==> src/rtl/password_entry_fsm.sv <==
// Password lock controller: collects BCD digits from keypad edge pulses, checks them against
// a stored password, and handles unlock/relock, failed-attempt lockout and password change.
module password_entry_fsm #(
    parameter int unsigned PW_LEN        = 4,
    parameter logic [15:0] DEFAULT_PW    = 16'h1234,
    parameter int unsigned MAX_FAIL      = 3,
    parameter int unsigned LOCK_CYCLES   = 500,
    parameter int unsigned UNLOCK_CYCLES = 1000
) (
    input  logic        clk,
    input  logic        rst_n,
    input  logic [9:0]  digit_pos,
    input  logic        enter_pos,
    input  logic        clear_pos,
    input  logic        set_pos,
    output logic        unlocked,
    output logic        alarm,
    output logic        setting,
    output logic [2:0]  entry_cnt,
    output logic [1:0]  fail_cnt,
    output logic [15:0] entry_buf
);

    typedef enum logic [1:0] {
        StLocked,
        StUnlocked,
        StSet,
        StLockout
    } state_e;

    // Exactly one pulse is acted on per cycle; the others are dropped.
    typedef enum logic [2:0] {
        KeyNone,
        KeyClear,
        KeyEnter,
        KeySet,
        KeyDigit
    } key_e;

    localparam logic [15:0] BufMask    = 16'((32'd1 << (4 * PW_LEN)) - 32'd1);
    localparam logic [2:0]  PwLenCnt   = 3'(PW_LEN);
    localparam logic [1:0]  MaxFail    = 2'(MAX_FAIL);
    localparam logic [31:0] UnlockLast = 32'(UNLOCK_CYCLES - 1);
    localparam logic [31:0] LockLast   = 32'(LOCK_CYCLES - 1);

    state_e      state_q, state_d;
    logic [15:0] pw_q, pw_d;
    logic [15:0] buf_q, buf_d;
    logic [2:0]  cnt_q, cnt_d;
    logic [1:0]  fail_q, fail_d;
    logic [31:0] timer_q, timer_d;
    logic        unlocked_q, alarm_q, setting_q;

    logic        digit_valid;
    logic [3:0]  digit_code;
    key_e        key;
    logic        entry_full;
    logic        entry_match;

    always_comb begin
        digit_code = '0;
        for (int i = 0; i < 10; i++) begin
            if (digit_pos[i]) begin
                digit_code = 4'(i);
            end
        end
    end

    assign digit_valid = $onehot(digit_pos);
    assign entry_full  = (cnt_q == PwLenCnt);
    assign entry_match = entry_full && (buf_q == pw_q);

    always_comb begin
        key = KeyNone;
        if (clear_pos) begin
            key = KeyClear;
        end else if (enter_pos) begin
            key = KeyEnter;
        end else if (set_pos) begin
            key = KeySet;
        end else if (digit_valid) begin
            key = KeyDigit;
        end
    end

    always_comb begin
        state_d = state_q;
        pw_d    = pw_q;
        buf_d   = buf_q;
        cnt_d   = cnt_q;
        fail_d  = fail_q;
        timer_d = timer_q;

        unique case (state_q)
            StLocked: begin
                timer_d = '0;
                case (key)
                    KeyClear: begin
                        buf_d = '0;
                        cnt_d = '0;
                    end
                    KeyEnter: begin
                        if (entry_match) begin
                            state_d = StUnlocked;
                            fail_d  = '0;
                        end else begin
                            fail_d = fail_q + 2'd1;
                            if (fail_q + 2'd1 == MaxFail) begin
                                state_d = StLockout;
                            end
                        end
                        buf_d = '0;
                        cnt_d = '0;
                    end
                    KeyDigit: begin
                        if (!entry_full) begin
                            buf_d = {buf_q[11:0], digit_code} & BufMask;
                            cnt_d = cnt_q + 3'd1;
                        end
                    end
                    default: ;
                endcase
            end

            StUnlocked: begin
                timer_d = timer_q + 32'd1;
                if (timer_q == UnlockLast || key == KeyEnter) begin
                    state_d = StLocked;
                    timer_d = '0;
                end else if (key == KeySet) begin
                    // Timer is held across SET; every exit from SET restarts or drops it.
                    state_d = StSet;
                    timer_d = timer_q;
                    buf_d   = '0;
                    cnt_d   = '0;
                end
            end

            StSet: begin
                case (key)
                    KeyClear: begin
                        buf_d = '0;
                        cnt_d = '0;
                    end
                    KeyEnter: begin
                        if (entry_full) begin
                            pw_d    = buf_q;
                            state_d = StLocked;
                        end else begin
                            state_d = StUnlocked;
                        end
                        timer_d = '0;
                        buf_d   = '0;
                        cnt_d   = '0;
                    end
                    KeyDigit: begin
                        if (!entry_full) begin
                            buf_d = {buf_q[11:0], digit_code} & BufMask;
                            cnt_d = cnt_q + 3'd1;
                        end
                    end
                    default: ;
                endcase
            end

            StLockout: begin
                timer_d = timer_q + 32'd1;
                if (timer_q == LockLast) begin
                    state_d = StLocked;
                    timer_d = '0;
                    fail_d  = '0;
                    buf_d   = '0;
                    cnt_d   = '0;
                end
            end

            default: begin
                state_d = StLocked;
                timer_d = '0;
            end
        endcase
    end

    always_ff @(posedge clk) begin
        if (!rst_n) begin
            state_q    <= StLocked;
            pw_q       <= DEFAULT_PW & BufMask;
            buf_q      <= '0;
            cnt_q      <= '0;
            fail_q     <= '0;
            timer_q    <= '0;
            unlocked_q <= 1'b0;
            alarm_q    <= 1'b0;
            setting_q  <= 1'b0;
        end else begin
            state_q    <= state_d;
            pw_q       <= pw_d;
            buf_q      <= buf_d;
            cnt_q      <= cnt_d;
            fail_q     <= fail_d;
            timer_q    <= timer_d;
            unlocked_q <= (state_d == StUnlocked) || (state_d == StSet);
            alarm_q    <= (state_d == StLockout);
            setting_q  <= (state_d == StSet);
        end
    end

    assign unlocked  = unlocked_q;
    assign alarm     = alarm_q;
    assign setting   = setting_q;
    assign entry_cnt = cnt_q;
    assign fail_cnt  = fail_q;
    assign entry_buf = buf_q;

endmodule

==> config.mk <==
export PLATFORM = sky130hd
export DESIGN_NAME = password_entry_fsm
export DESIGN_NICKNAME = d
export VERILOG_FILES = /design/src/rtl/password_entry_fsm.sv
export SDC_FILE = /design/constraint.sdc
export NUM_CORES = 1
export LEC_CHECK = 0
export BUFFER_PORTS_ARGS = -buffer_cell sky130_fd_sc_hd__clkbuf_2
export CORE_UTILIZATION = 55
export CTS_BUF_LIST = sky130_fd_sc_hd__clkbuf_4
export CTS_CLUSTER_SIZE = 20
export DETAILED_ROUTE_END_ITERATION = 10
export PLACE_DENSITY = 0.84
export SYNTH_ARGS = -nofsm -noshare
export SYNTH_HDL_FRONTEND = slang
export SYNTH_SLANG_ARGS = --single-unit
==> constraint.sdc <==
create_clock -name clk -period 4.75 [get_ports clk]
set_input_delay 0.2375 -clock clk [delete_from_list [all_inputs] [get_ports clk]]
set_output_delay 0.2375 -clock clk [all_outputs]
set_load 0.02 [all_outputs]
==> impl_metrics.ini <==
[sta]
fin_crit_sh_pct = 78.7
setup_slack_ns = 1.01
drv_slew = 0
tns_ns = 0
slew_headroom_pct = 30.2
fin_crit_ns = 3.74
finalSetupViolCount = 0
rsz0062_at_grt = false
worst_slew_pin_slew_ns = 1.04
max_freq_mhz = 268
skew_ns = 0.0224
hold_viol = 0

[critical_path]
endpoint_kind = flip-flop
crit_arrival_ns = 4.09
path_class = in2reg
rr_startpoint = timer_q[0]
crit_start = digit_pos[0]
crit_required_ns = 5.10
r2r_slack_ns = 1.90
reg2regPathDepth = 7
cp_max_fo = 19
critPathLaunchType = input port
r2r_end = timer_q[24]
crit_path_end = entry_buf[13]

[grt]
grtUsageMet3_pct = 5.13
busiest_layer = met2
grt_overflow_total = 0
antenna_found_initial = 0
grt_use_total_pct = 24.5
grt_pass1_wl_microns = 14900
grt_pass1_vias = 3214
grt_max_degree = 56
use_met1_pct = 30.6
grt_util_met2_pct = 41.4

[die]
rows = 31
fp.dieH_microns = 88.5
start_util_pct = 56.8
coreArea_sq_um = 7250
die_w_microns = 88.5
io_pins = 39
die-area_sq_um = 7830

[yosys]
synth_fp_nets = 500
synth_top_area_share_pct = 36.0
yosysSeqAreaShare_pct = 36.0
synthTopCellsByCount = 74 x dfxtp_1, 40 x nand2_1, 37 x nand3_1
netlist_top_cells_area = dfxtp_1 36%, mux2i_1 8.3%, nand3_1 4.5%
syn_area_sq_um = 4120
post-synth-top-area-cell = dfxtp_1
synth.distinct_cells = 59
yosys_warnings = 0
async_flop_share_pct = 0
yosysMostFrequentCell = dfxtp_1
synth_area_per_cell_sq_um = 8.74
ys_ff_latch = 74
synth_edf_count = 0
synth_ff_type = dfxtp_1
synth_cells = 471

[final_layout]
finalNonFillerCells = 603
num-nets-final = 530
layout-drive-gt1-share_pct = 13.9
antenna_cells = 0
area_growth_pct = 9.85
fin_util_pct = 62.3

[clock_network]
cts_sinks = 74
clk_path_buf_depth = 2
hold_buffers = 0
clk_pin_slew_ns = 0.11
htree_levels = 3
cts_made_buffers = 9
root_buffer = clkbuf_4
cts_setup_buffers = 0
cts_tree = built
clk_latency_ns = 0.43
cts_resized = 0

[power_and_ir_drop]
leakage_nw = 1.63
peakVddDrop_uv = 207
powerDensity_nw_per_um2 = 272

[drt]
drtIter0Drc = 208
drt-total-wl_microns = 9100
detail_route.wl_per_cell_microns = 15.1
antenna_left = 0
drc = 0
num_vias = 3526
viasPerCell = 5.85
drt-pass1-iter-count = 5

[job]
max-cap-violations = 0

[placed_design]
place_ws_ns = 0.533
dpl.hpwl_microns = 6490
portBuffers = 38
place_congestion = 0.871
dp.cells = 589

[outcome]
status = finished, final reports clean

[worst_hold_path]
worstHoldPathType = in2reg
-- worst min-delay path by stage --
stage | slack (ns) | to | depth (start not counted) | start
floorplan | 0.46 | timer_q[6] | 2 | timer_q[6]
global placement | 0.48 | pw_q[2] | 2 | pw_q[2]
detailed placement | 0.48 | pw_q[2] | 2 | pw_q[2]
CTS | 0.28 | timer_q[1] | 2 | rst_n
global route | 0.31 | entry_buf[1] | 4 | digit_pos[6]
finish | 0.30 | entry_buf[2] | 4 | digit_pos[6]
-- power breakdown --
group          switching [mW]  internal (mW)
Clock                   0.221          0.262
Combinational          0.0747         0.0467
Sequential            0.00253          0.622
Total                   0.299          0.931
-- per-layer routing --
metal,vias to the layer above,wire length (microns)
met4,0,210
met3,21,360
met2,75,4490
met5,-,0
li1,1727,-
met1,1703,4040
-- logic make-up after synthesis --
family	synth area share [%]
compound gates	10.2
xor+xnor	7.23
fa+ha+maj	5.35
buf+inv	5.26
flops	36.0
mux	8.27
simple gates	27.7
-- worst max-delay path, stage by stage --
cell and delay [ns]:
clkbuf_2 0.09, fa_1 0.49, fa_1 0.51, inv_1 0.05, fa_1 0.42, inv_1 0.06
ha_1 0.15, inv_1 0.06, fa_1 0.37, a2111oi_0 0.39, a21oi_1 0.14, nor3_1 0.19
a21oi_1 0.12, a211oi_4 0.21, buf_4 0.34, mux2i_1 0.23
-- final cells by class --
| class | count | area (sq um) |
|---|---|---|
| clock inverter | 5 | 104 |
| tap | 99 | 124 |
| inverter | 23 | 86.3 |
| timing repair buffer | 43 | 228 |
| multi-input combinational | 350 | 2430 |
| fill | 622 | 2730 |
| sequential | 74 | 1480 |
| clock buffer | 9 | 67.6 |
-- cells in the final DEF (no fill, tap or decap), types with 3 or more instances in the layout --
| cell | Yosys | routed |
|---|---|---|
| nand3_1 | 37 | 37 |
| a21oi_1 | 17 | 17 |
| nor3b_1 | 3 | 3 |
| o21ai_0 | 9 | 9 |
| nor2_1 | 33 | 33 |
| nand4b_1 | 3 | 3 |
| ha_1 | 8 | 8 |
| nor4_1 | 4 | 4 |
| dfxtp_1 | 74 | 74 |
| and2_1 | 5 | 5 |
| nor3_1 | 8 | 8 |
| nand2_1 | 40 | 40 |
| nor2b_1 | 15 | 15 |
| xor2_1 | 16 | 16 |
| xnor2_1 | 18 | 18 |
| or3_1 | 5 | 5 |
| clkbuf_4 | 0 | 9 |
| nand2b_1 | 3 | 3 |
| a21o_1 | 3 | 3 |
| and4_1 | 5 | 5 |
| clkbuf_2 | 0 | 38 |
| buf_4 | 3 | 5 |
| o31ai_1 | 3 | 3 |
| fa_1 | 6 | 6 |
| and3_1 | 7 | 7 |
| inv_1 | 23 | 23 |
| mux2i_1 | 34 | 34 |
| nand4_1 | 21 | 21 |
| o22ai_1 | 5 | 5 |
| bufinv_16 | 0 | 3 |
| nand3b_1 | 3 | 3 |
-- state kept, by name, summed over array words and instances (netlist names) --
register and count:
fail_cnt 2, setting 1, timer_q 32, entry_buf 16, alarm 1, pw_q 16, unlocked 1, state_q 2
entry_cnt 3
-- stage by stage --
stage	power [mW]	hold slack, ns	area, sq um
floorplan	0.728	0.463	4120
global placement	0.753	0.476	4350
detailed placement	0.760	0.485	4350
CTS	1.23	0.275	4520
global route	1.28	0.310	4520
finish	1.23	0.297	4520
Power figures use the tool's default switching activity.
